==> src/rtl/fp_writeback_arbiter_if.sv <==
// Writeback request bundle between the FP result producers and the
// register-file write arbiter.
interface fp_writeback_arbiter_if #(
    parameter int NUM_REQ = 4,
    parameter int AW      = 5
);
    logic [NUM_REQ-1:0]    req_valid;
    logic [NUM_REQ-1:0]    req_ready;
    logic [NUM_REQ*AW-1:0] req_addr;
    logic [NUM_REQ*32-1:0] req_data;

    modport master (output req_valid, output req_addr, output req_data, input req_ready);
    modport slave  (input req_valid, input req_addr, input req_data, output req_ready);
endinterface

==> src/rtl/fp_writeback_arbiter.sv <==
// Round-robin arbiter that hands the two FP register-file write ports to at most
// two producers per cycle, never two writes to the same rd, through one output stage.
module fp_writeback_arbiter #(
    parameter int  NUM_REQ = 4,
    parameter int  REG_NUM = 32,
    localparam int AW      = $clog2(REG_NUM),
    localparam int PW      = $clog2(NUM_REQ)
) (
    input  logic                  clk,
    input  logic                  rstn,
    fp_writeback_arbiter_if.slave wb,
    output logic                  write_enable_1,
    output logic [AW-1:0]         write_addr_1,
    output logic [31:0]           write_data_1,
    output logic                  write_enable_2,
    output logic [AW-1:0]         write_addr_2,
    output logic [31:0]           write_data_2,
    output logic                  sb_clr_en_1,
    output logic                  sb_clr_en_2,
    output logic                  prioritize_which_port_reg,
    output logic [1:0]            grant_count
);

    logic [PW-1:0] rr_ptr;
    logic [AW-1:0] addr_arr [NUM_REQ];
    logic [31:0]   data_arr [NUM_REQ];

    for (genvar i = 0; i < NUM_REQ; i++) begin : g_unpack
        assign addr_arr[i] = wb.req_addr[i*AW +: AW];
        assign data_arr[i] = wb.req_data[i*32 +: 32];
    end

    logic          a_found, b_found;
    logic [PW-1:0] a_idx, b_idx, idx;
    logic [AW-1:0] a_addr;
    logic [PW:0]   sum;

    // Scan from rr_ptr once around: the first valid is A, the next valid with a
    // different rd is B. Same-rd requesters are passed over and retry later.
    always_comb begin
        // NOTE: every variable gets a default up front so no path can infer a latch.
        a_found = 1'b0;
        b_found = 1'b0;
        a_idx   = '0;
        b_idx   = '0;
        a_addr  = '0;
        sum     = '0;
        idx     = '0;
        for (int k = 0; k < NUM_REQ; k++) begin
            sum = {1'b0, rr_ptr} + (PW+1)'(k);
            if (sum >= (PW+1)'(NUM_REQ))
                sum = sum - (PW+1)'(NUM_REQ);
            idx = sum[PW-1:0];
            if (!a_found) begin
                if (wb.req_valid[idx]) begin
                    a_found = 1'b1;
                    a_idx   = idx;
                    a_addr  = addr_arr[idx];
                end
            end else if (!b_found && wb.req_valid[idx] && addr_arr[idx] != a_addr) begin
                b_found = 1'b1;
                b_idx   = idx;
            end
        end
    end

    // No grant is advertised while reset is held, so nothing handshakes into reset.
    always_comb begin
        wb.req_ready = '0;
        if (rstn) begin
            if (a_found) wb.req_ready[a_idx] = 1'b1;
            if (b_found) wb.req_ready[b_idx] = 1'b1;
        end
    end

    function automatic logic [PW-1:0] ptr_inc(input logic [PW-1:0] p);
        return (p == PW'(NUM_REQ - 1)) ? '0 : p + 1'b1;
    endfunction

    // NOTE: state registers use non-blocking assignments so every flop samples pre-edge values.
    always_ff @(posedge clk) begin
        if (!rstn) begin
            rr_ptr         <= '0;
            write_enable_1 <= 1'b0;
            write_addr_1   <= '0;
            write_data_1   <= '0;
            write_enable_2 <= 1'b0;
            write_addr_2   <= '0;
            write_data_2   <= '0;
            grant_count    <= '0;
        end else begin
            write_enable_1 <= a_found;
            write_enable_2 <= b_found;
            grant_count    <= {1'b0, a_found} + {1'b0, b_found};
            if (a_found) begin
                write_addr_1 <= addr_arr[a_idx];
                write_data_1 <= data_arr[a_idx];
            end
            if (b_found) begin
                write_addr_2 <= addr_arr[b_idx];
                write_data_2 <= data_arr[b_idx];
            end
            if (b_found)
                rr_ptr <= ptr_inc(b_idx);
            else if (a_found)
                rr_ptr <= ptr_inc(a_idx);
        end
    end

    assign sb_clr_en_1               = write_enable_1;
    assign sb_clr_en_2               = write_enable_2;
    assign prioritize_which_port_reg = 1'b0;

endmodule

==> src/flat_wrapper.sv <==
// flat-port wrapper written by rule: the top's interface ports become plain ports
module fp_writeback_arbiter_flat 
#(
    parameter int  NUM_REQ = 4,
    parameter int  REG_NUM = 32,
    localparam int AW      = $clog2(REG_NUM),
    localparam int PW      = $clog2(NUM_REQ)
)
  (clk, rstn, write_enable_1, write_addr_1, write_data_1, write_enable_2, write_addr_2, write_data_2, sb_clr_en_1, sb_clr_en_2, prioritize_which_port_reg, grant_count, wb_req_valid, wb_req_addr, wb_req_data, wb_req_ready);
  fp_writeback_arbiter_if #(.NUM_REQ(NUM_REQ), .AW(5)) wb_i ();
  input  logic clk;
  input  logic rstn;
  output logic write_enable_1;
  output logic [AW-1:0] write_addr_1;
  output logic [31:0] write_data_1;
  output logic write_enable_2;
  output logic [AW-1:0] write_addr_2;
  output logic [31:0] write_data_2;
  output logic sb_clr_en_1;
  output logic sb_clr_en_2;
  output logic prioritize_which_port_reg;
  output logic [1:0] grant_count;
  input wire logic [$bits(wb_i.req_valid)-1:0] wb_req_valid;
  input wire logic [$bits(wb_i.req_addr)-1:0] wb_req_addr;
  input wire logic [$bits(wb_i.req_data)-1:0] wb_req_data;
  output wire logic [$bits(wb_i.req_ready)-1:0] wb_req_ready;
  assign wb_i.req_valid = wb_req_valid;
  assign wb_i.req_addr = wb_req_addr;
  assign wb_i.req_data = wb_req_data;
  assign wb_req_ready = wb_i.req_ready;
  fp_writeback_arbiter #(.NUM_REQ(NUM_REQ), .REG_NUM(REG_NUM)) u_core (.clk(clk), .rstn(rstn), .wb(wb_i), .write_enable_1(write_enable_1), .write_addr_1(write_addr_1), .write_data_1(write_data_1), .write_enable_2(write_enable_2), .write_addr_2(write_addr_2), .write_data_2(write_data_2), .sb_clr_en_1(sb_clr_en_1), .sb_clr_en_2(sb_clr_en_2), .prioritize_which_port_reg(prioritize_which_port_reg), .grant_count(grant_count));
endmodule
==> config.mk <==
export PLATFORM = sky130hd
export DESIGN_NAME = fp_writeback_arbiter_flat
export DESIGN_NICKNAME = d
export VERILOG_FILES = /design/src/rtl/fp_writeback_arbiter_if.sv /design/src/rtl/fp_writeback_arbiter.sv /design/src/flat_wrapper.sv
export SDC_FILE = /design/constraint.sdc
export NUM_CORES = 1
export LEC_CHECK = 0
export BUFFER_PORTS_ARGS = -buffer_cell sky130_fd_sc_hd__buf_2
export CAP_MARGIN = 30
export CORE_AREA = 5 5 178 180
export DETAILED_ROUTE_END_ITERATION = 16
export DIE_AREA = 0 0 183 185
export SKIP_CTS_REPAIR_TIMING = 1
export SLEW_MARGIN = 5
export SYNTH_ARGS = -nofsm -noshare
export SYNTH_HDL_FRONTEND = slang
export SYNTH_SLANG_ARGS = --single-unit
==> constraint.sdc <==
create_clock -name clk -period 9.77 [get_ports clk]
set_input_delay 0.977 -clock clk [delete_from_list [all_inputs] [get_ports clk]]
set_output_delay 0.977 -clock clk [all_outputs]
set_load 0.05 [all_outputs]
==> impl_metrics.ini, run 1 <==
[setup_path]
reg2reg_setup_slack_ns = 4.03
path_cells = buf_4, mux4_2, a221oi_2, nand3_1, o21ai_4, buf_4, nand2_1, a311oi_1, a21oi_4, inv_1, ha_1, a22o_1, buf_2
crit_buf_inv = 4
slowest_stage = dfxtp_4
r2r-start = u_core.rr_ptr[1]
r2r_cells = 12
worstPathArrival_ns = 5.33
end_kind = output port
cp-start-kind = flip-flop
cp_max_fo = 73
slowest_delay_ns = 0.82
cpLargestDelayFamily = buffers and inverters
required_ns = 8.79
rr_endpoint = u_core.write_addr_2[3]
path_class = flip-flop to output port
cp_common_cell = buf_4

[clocking]
clock_path_buffers = 2
insertion_delay_ns = 0.36
cts-root-buf = clkbuf_16
cts_buffers = 9
clock-sinks = 80
h-tree-depth = 3
path_clk_slew_ns = 0.07
cts_tree = built

[floorplan]
core_area_mm2 = 0.0300
start_util = 0.246
boundaryPins = 239
core.rowCount = 64
die-area_mm2 = 0.0339
die_y_um = 185
dieWidth_um = 183

[timing]
post-route-period-util = 0.645
maxSlewViolCount = 0
rsz0062_at_grt = false
finClkSkew_ns = 0.0108
worstMarginPinSlew_ns = 0.946
hold_viol = 0
timing.hold.ws_ns = 0.454
relSlewSlack = 0.364
tns_ns = 0
period_minus_slack_ns = 6.30
clock.fmax_ghz = 0.159
setup_violations = 0

[worst_hold_path]
hold_end = u_core.write_data_1[20]
min_delay_path_depth = 2
worstHoldStart = u_core.write_data_1[20]
hold_class = flip-flop to flip-flop

[logic_synthesis]
ys_seq_elements = 80
synth_top_cell_by_area = dfxtp_1
synthAdderAreaFrac = 0.0170
netlist_area_mm2 = 0.00738
synth_top_family_by_area = compound AO/OA/AOI/OAI gates
synth_compound_area_frac = 0.300
synthMuxAreaShare = 0.0912
yosys_most_used_dff = dfxtp_1
synth_nets = 1146
yosys.area_share.simple = 0.291
synth_cell_types = 67
ys_async_sr_fraction = 0
synthXorXnorAreaFrac = 0.00831
avgSynthCellArea_um2 = 7.51
synth-edff-count = 0
synthTopCellsByArea = dfxtp_1, nand2_1, nand3_1
yosysWarningCount = 0
yosysTopAreaCellShare = 0.217
synth_seq_area_share = 0.217
synthCells = 982

[place]
io_buffer_count = 237
place_congestion = 0.830
placed_area_mm2 = 0.00879
dpl.hpwl_um = 22400

[route]
drcViolationCount = 0
firstDrtPassIters = 5
totalWireLength_um = 31900
drtIter0Drc = 659
wl_per_cell_um = 20.6
num_vias = 8563
via_per_inst = 5.52
ant_nets = 0

[cells_and_area]
nNetsFinal = 1313
post-route-cell-area_mm2 = 0.00909
final_util = 0.303
layout_commonest_cell = buf_2
syn2layout_area_growth_pct = 23.1
drive_gt1_frac = 0.288
mostFrequentLayoutCells = buf_2, nand2_1, nand3_1

[global_route]
grt_pass1_wl_um = 47500
grt_use_total = 0.178
grt_pass1_vias = 8053
grt_max_degree = 74
antenna_found_initial = 1
grt.overflow.total = 0

[power]
p_leak_nw = 3.79
ir_drop_mv = 0.193
powerDensity_mw_per_mm2 = 396

[flow_run]
drv_cap = 0

[status]
status = complete, no violations
## area by class of cell
type,count,area (um^2)
diodes,2,5.00
flip-flops and latches,80,1610
multi-input cells,789,5300
inverters,11,41.3
well taps,396,495
clock buffers,13,250
repair buffers,258,1340
fillers,3218,20900
clock inverters,3,42.5
## how the worst max path moves through the flow
stage / startpoint / endpoint / slack [ns] / cells past startpoint
final: u_core.rr_ptr[1] / wb_req_ready[3] / 3.47 / 13
after global routing: u_core.rr_ptr[1] / wb_req_ready[2] / 3.26 / 13
after CTS: u_core.rr_ptr[1] / wb_req_ready[3] / 3.49 / 13
after detailed placement: u_core.rr_ptr[1] / wb_req_ready[2] / 3.94 / 13
after global placement: u_core.rr_ptr[1] / wb_req_ready[3] / 4.06 / 13
after floorplan: wb_req_valid[3] / wb_req_ready[2] / 4.81 / 14
## power breakdown
group          switching, mW  internal, mW  total, mW
combinational           1.79         0.845       2.64
clock                  0.159         0.206      0.364
sequential             0.119         0.473      0.592
total                   2.07          1.52       3.60
## metal layers
| layer | vias to the layer above | track usage | part of all wire |
|---|---|---|---|
| li1 | 3985 | - | - |
| met1 | 4155 | 0.239 | 0.44 |
| met2 | 379 | 0.290 | 0.47 |
| met3 | 44 | 0.0322 | 0.065 |
| met4 | 0 | 0.0569 | 0.021 |
| met5 | - | 0 | 0 |
## tightest hold or removal path: stages, from the launching register on
cell	delay, ns
dfxtp_1	0.31
nand2_1	0.05
a21oi_1	0.05
## synth_stat cells, types with 12 or more instances
cell type / count
nand2_1: 205
nand3_1: 117
a21oi_1: 82
dfxtp_1: 80
clkbuf_1: 63
nor2b_1: 47
o221ai_1: 38
a221o_1: 37
nand2b_1: 37
o21a_1: 37
o32ai_1: 37
buf_2: 18
mux4_2: 18
mux2i_1: 13
buf_6: 12
## kinds of logic after synthesis
group / after synthesis
buffers and inverters: 113
muxes: 43
and+or+nand+nor: 442
adders and majority gates: 10
other: 1
AOI/OAI and AO/OA: 286
xor gates and xnor gates: 7
DFF: 80
## sequential cells by signal (all words and copies together), names as in the netlist
name and cells:
u_core.rr_ptr 2, u_core.write_addr_2 5, u_core.grant_count 2, u_core.sb_clr_en_2 1, u_core.sb_clr_en_1 1, u_core.write_data_2 32, u_core.write_addr_1 5, u_core.write_data_1 32
## stage by stage
step                      setup slack [ns]  power [mW]  std cells
after CTS                             3.49        3.60       1550
after global placement                4.06        3.19       1534
after floorplan                       4.81        2.55        982
after global routing                  3.26        3.82       1551
after detailed placement              3.94        3.22       1534
final                                 3.47        3.60       1552
No activity file was read; power rests on OpenSTA's default activity.
==> run 2: changes to the inputs <==
--- a/config.mk
+++ b/config.mk
@@ -5,11 +5,12 @@
 export SDC_FILE = /design/constraint.sdc
 export NUM_CORES = 1
 export LEC_CHECK = 0
+export ABC_AREA = 1
 export BUFFER_PORTS_ARGS = -buffer_cell sky130_fd_sc_hd__buf_2
 export CAP_MARGIN = 30
-export CORE_AREA = 5 5 178 180
+export CORE_AREA = 5 5 181 183
 export DETAILED_ROUTE_END_ITERATION = 16
-export DIE_AREA = 0 0 183 185
+export DIE_AREA = 0 0 186 188
 export SKIP_CTS_REPAIR_TIMING = 1
 export SLEW_MARGIN = 5
 export SYNTH_ARGS = -nofsm -noshare
==> constraint.sdc (replaced) <==
create_clock -name clk -period 6.35 [get_ports clk]
set_input_delay 0.635 -clock clk [delete_from_list [all_inputs] [get_ports clk]]
set_output_delay 0.635 -clock clk [all_outputs]
set_load 0.05 [all_outputs]
==> run 2 against run 1 <==
Count of clock-buffer cells in the layout shrank 2. Non-clock buffer count shrank 7. Final area up 0.90%. Area after synthesis increased by 3.1%. First-iteration DRC count decreased by 36%. Final cell count grew 23%. Worst hold slack gained 0.045 ns. Clock skew decreased by 0.0045 ns. Register-to-register slack got worse by 3.0 ns. Critical path type unchanged. Largest cell class unchanged. Highest routed layer unchanged.
==> impl_metrics.ini, run 2 <==
[status]
status = complete, no violations

[floorplan]
boundaryPins = 239
die-area_mm2 = 0.0350
die_y_um = 188
core_area_mm2 = 0.0311
core.rowCount = 65
dieWidth_um = 186
start_util = 0.245

[global_route]
grt_max_degree = 93
grt_pass1_wl_um = 46300
antenna_found_initial = 0
grt.overflow.total = 0
grt_pass1_vias = 8628
grt_use_total = 0.163

[worst_hold_path]
worstHoldStart = u_core.write_data_1[1]
hold_class = flip-flop to flip-flop

[clocking]
cts_tree = built
clock_path_buffers = 2
h-tree-depth = 3
cts-root-buf = clkbuf_16
path_clk_slew_ns = 0.07
clock-sinks = 80
cts_buffers = 9
insertion_delay_ns = 0.36

[timing]
period_minus_slack_ns = 5.63
post-route-period-util = 0.887
hold_viol = 0
setup_violations = 0
maxSlewViolCount = 0
tns_ns = 0
rsz0062_at_grt = false
finClkSkew_ns = 0.00635
relSlewSlack = 0.388
clock.fmax_ghz = 0.177
worstMarginPinSlew_ns = 0.918

[route]
drtIter0Drc = 421
wl_per_cell_um = 15.2
firstDrtPassIters = 5
drcViolationCount = 0
num_vias = 9016
via_per_inst = 4.73
ant_nets = 0
totalWireLength_um = 29000

[setup_path]
required_ns = 5.71
cp_max_fo = 60
end_kind = output port
cp-start-kind = flip-flop
worstPathArrival_ns = 5.00
r2r-start = u_core.rr_ptr[1]
path_class = flip-flop to output port
crit_start = u_core.rr_ptr[1]

[logic_synthesis]
yosysTopAreaCellShare = 0.211
synthTopCellsByArea = dfxtp_1, nand2_1, nand3_1
synth_nets = 1508
synth_common_cells = nand2_1, inv_1, nand3_1
synthCells = 1344
ys_seq_elements = 80
synth_top_cell_by_area = dfxtp_1
synth-edff-count = 0
ys_async_sr_fraction = 0
synth_seq_area_share = 0.211
avgSynthCellArea_um2 = 5.66
netlist_area_mm2 = 0.00761
yosys_most_used_dff = dfxtp_1
yosysWarningCount = 0
synth_cell_types = 31
synth_most_common_cell = nand2_1

[cells_and_area]
nNetsFinal = 1664
antenna_cells = 0
multi_input_area_mm2 = 0.00449
layout_commonest_cell = nand2_1
reg_top3 = u_core.write_data_1: 32 flops, u_core.write_data_2: 32 flops
drive_gt1_frac = 0.203
final_util = 0.295
mostFrequentLayoutCells = nand2_1, inv_1, buf_2
syn2layout_area_growth_pct = 20.5
fillCellCount = 3582
regArea_mm2 = 0.00160

[place]
io_buffer_count = 237
dpl.hpwl_um = 20300
place_congestion = 0.850

[flow_run]
drv_cap = 0
## run 2: cell types whose count changed in the layout (fill, tap and decap cells not counted), moves of 69 or more
cell,previous run,this run
nand2_1,205,337
o211ai_1,1,74
nand3_1,117,186
nand4_1,1,75
nor2_1,7,83
inv_1,3,244
## run 2: worst max-delay path, cell delays in order, from the launching register on
cell	delay [ns]
dfxtp_1	0.46
inv_1	0.39
nand2_1	0.09
nand2_1	0.47
nand2_1	0.19
nand2_4	0.16
nor2_4	0.06
inv_2	0.13
nor2_2	0.08
inv_2	0.54
buf_4	0.58
nand3_1	0.22
nand2_4	0.46
inv_2	0.11
ha_1	0.22
a22o_1	0.23
buf_2	0.22
## run 2: logic make-up after synthesis
| group | synth area share |
|---|---|
| compound gates | 0.146 |
| buf+inv | 0.205 |
| other cells | 0.000493 |
| flops | 0.211 |
| simple gates | 0.421 |
| fa+ha+maj | 0.0164 |
## run 2: per-layer routing
layer  wire [um]  share of wire  GRT usage
met5           0              0          0
met4         305          0.011     0.0350
met3        1640          0.057     0.0320
met2       14500           0.50      0.288
met1       12500           0.43      0.205
## run 2: cell type report
class	count	area share
clock buffers	11	0.0254
clock inverters	5	0.00887
inverters	257	0.106
multi-input cells	901	0.490
flip-flops and latches	80	0.175
well taps	402	0.0549
repair buffers	251	0.141
## run 2: stage by stage
step           hold slack [ns]  cell area, um^2  worst slack [ns]  std cells
3_3_place_gp             0.480             8850              1.13       1891
4_1_cts                  0.501             9170             0.683       1907
3_5_place_dp             0.480             8850             0.979       1891
2_1_floorplan            0.770             7610              2.81       1344
5_1_grt                  0.512             9170             0.187       1907
6_report                 0.498             9170             0.716       1907
## run 2: path summary, 6_finish.rpt
| path | endpoint | slack [ns] | depth (start not counted) |
|---|---|---|---|
| max | wb_req_ready[1] | 0.72 | 16 |
| min reg2reg | u_core.write_data_1[1] | 0.50 | 2 |
| max reg2reg | u_core.write_addr_1[0] | 1.00 | 18 |
| min | u_core.write_data_1[1] | 0.50 | 2 |
Power of run 2 is left out: the tool's default activity adds up to more than one toggle a clock period on the data nets, which glitch-free logic cannot reach.
==> run 3: changes to the inputs <==
--- a/config.mk
+++ b/config.mk
@@ -5,12 +5,11 @@
 export SDC_FILE = /design/constraint.sdc
 export NUM_CORES = 1
 export LEC_CHECK = 0
-export ABC_AREA = 1
-export BUFFER_PORTS_ARGS = -buffer_cell sky130_fd_sc_hd__buf_2
 export CAP_MARGIN = 30
-export CORE_AREA = 5 5 181 183
+export CORE_AREA = 5 5 178 180
 export DETAILED_ROUTE_END_ITERATION = 16
-export DIE_AREA = 0 0 186 188
+export DIE_AREA = 0 0 183 185
+export DONT_BUFFER_PORTS = 1
 export SKIP_CTS_REPAIR_TIMING = 1
 export SLEW_MARGIN = 5
 export SYNTH_ARGS = -nofsm -noshare
==> constraint.sdc (replaced) <==
create_clock -name clk -period 6.35 [get_ports clk]
set_input_delay 0.3175 -clock clk [delete_from_list [all_inputs] [get_ports clk]]
set_output_delay 0.3175 -clock clk [all_outputs]
set_load 0.05 [all_outputs]
==> run 3 against run 2 <==
Wire length increased by 6.2%. Via count decreased by 15%. Final area decreased by 13%. Utilization decreased by 2.9 points. Final cell count decreased by 31%. Register-to-register slack improved by 0.55 ns. Non-clock buffer count decreased by 231. Critical path depth decreased by 4. Die area decreased by 3.2%. Worst setup slack improved by 0.44 ns. Critical path type unchanged. Critical endpoint is now wb_req_ready[2].
==> impl_metrics.ini, run 3 (synthesis results as in run 1) <==
[timing]
maxSlewViolCount = 0
period_minus_slack_ns = 5.19
clock.fmax_ghz = 0.193
worstMarginPinSlew_ns = 0.914
finClkSkew_ns = 0.00840
tns_ns = 0
timing.hold.ws_ns = 0.0905
rsz0062_at_grt = false
relSlewSlack = 0.391
post-route-period-util = 0.817
setup_violations = 0
hold_viol = 0

[floorplan]
boundaryPins = 239
die_y_um = 185
start_util = 0.246
core.rowCount = 64
core_area_mm2 = 0.0300
die-area_mm2 = 0.0339
dieWidth_um = 183

[setup_path]
path_cells = mux4_2, nand2_1, a21boi_2, xnor2_1, nand4_1, o21ai_0, a311oi_1, a21oi_4, buf_4, inv_1, ha_1, a22o_1
slowest_delay_ns = 0.90
r2r-start = u_core.rr_ptr[1]
rr_endpoint = u_core.rr_ptr[1]
r2r_cells = 14
reg2reg_setup_slack_ns = 1.55
cp-start-kind = flip-flop
cp_max_fo = 72
slowest_stage = dfxtp_4
required_ns = 6.03
end_kind = output port
worstPathArrival_ns = 4.87
crit_start = u_core.rr_ptr[1]
critPathCapture = wb_req_ready[2]
path_class = flip-flop to output port

[global_route]
grt_pass1_vias = 7377
grt.overflow.total = 0
grt_pass1_wl_um = 45500
grt_use_total = 0.172
grt_max_degree = 73
antenna_found_initial = 0

[place]
place_congestion = 0.845
io_buffer_count = 0
dpl.hpwl_um = 21100

[route]
wl_per_cell_um = 23.5
totalWireLength_um = 30800
via_per_inst = 5.84
num_vias = 7657
firstDrtPassIters = 5
ant_nets = 0
drcViolationCount = 0
drtIter0Drc = 679

[worst_hold_path]
hold_class = input port to flip-flop

[clocking]
clock_path_buffers = 2
cts_tree = built
h-tree-depth = 3
cts_buffers = 9
path_clk_slew_ns = 0.07
clock-sinks = 80
insertion_delay_ns = 0.34
cts-root-buf = clkbuf_16

[status]
status = complete, no violations

[cells_and_area]
layout_commonest_cell = nand2_1
antenna_cells = 0
fillCellCount = 3247
nNetsFinal = 1075
syn2layout_area_growth_pct = 8.12
final_util = 0.266
reg_top3 = u_core.write_data_1: 32 flops, u_core.write_data_2: 32 flops
mostFrequentLayoutCells = nand2_1, nand3_1, a21oi_1
drive_gt1_frac = 0.106

[power]
ir_drop_mv = 0.289
powerDensity_mw_per_mm2 = 659
p_leak_nw = 2.82

[flow_run]
drv_cap = 0
-- run 3: cell count changes in the layout (fill, tap and decap cells not counted), sizes merged, moves of 38 or more --
cell,change
buf,-231
inv,-248
nand2,-146
nand3,-73
nand4,-73
nor2,-80
nor2b,+47
o211ai,-72
o21ai,-39
o221ai,+38
o32ai,+38
-- run 3: critical path: cells and delay by family (launching register included) --
kind | cells | cell delay [ns]
AO/OA/AOI/OAI | 5 | 1.77
flip-flops | 1 | 0.90
AND/OR/NAND/NOR | 2 | 0.31
adder cells (fa/ha/maj) | 1 | 0.19
buffers and inverters | 2 | 0.48
XOR/XNOR | 1 | 0.14
multiplexers | 1 | 0.67
-- run 3: power breakdown --
group          total (mW)  leakage [nW]  internal, mW  switching (mW)
Clock               0.528         0.146         0.298           0.230
Combinational        3.06          2.00          1.16            1.90
Sequential           1.67         0.666         0.727           0.946
-- run 3: layer usage --
| layer | global-route usage | vias to the layer above | routed length (um) |
|---|---|---|---|
| met5 | 0 | - | 0 |
| met4 | 0.0667 | 0 | 947 |
| met3 | 0.0558 | 56 | 3240 |
| met2 | 0.269 | 424 | 14100 |
| met1 | 0.221 | 3664 | 12500 |
| li1 | - | 3513 | - |
-- run 3: cell type report --
| type | instances | area [um^2] | area share |
|---|---|---|---|
| multi-input cells | 789 | 5310 | 0.665 |
| flip-flops and latches | 80 | 1610 | 0.201 |
| well taps | 396 | 495 | 0.0621 |
| clock buffers | 11 | 264 | 0.0331 |
| repair buffers | 20 | 235 | 0.0295 |
| inverters | 11 | 41.3 | 0.00517 |
| clock inverters | 4 | 27.5 | 0.00345 |
-- run 3: worst min-delay path by stage --
stage,from,endpoint,slack [ns],cells past startpoint
5_1_grt,rstn,u_core.grant_count[0],0.08,1
3_5_place_dp,rstn,u_core.grant_count[0],0.45,1
6_report,rstn,u_core.grant_count[0],0.09,1
3_3_place_gp,rstn,u_core.grant_count[0],0.45,1
4_1_cts,rstn,u_core.grant_count[0],0.07,1
2_1_floorplan,rstn,u_core.grant_count[0],0.44,1
-- run 3: per-stage QoR --
step                      total power [mW]  area [um^2]  instances  setup slack [ns]
final                                 5.26         7980       1311              1.16
after global routing                  5.60         7980       1311             0.753
after CTS                             5.26         7940       1309              1.18
after detailed placement              4.72         7650       1294              1.57
after global placement                4.63         7560       1291              1.60
after floorplan                       3.93         7380        982              2.66
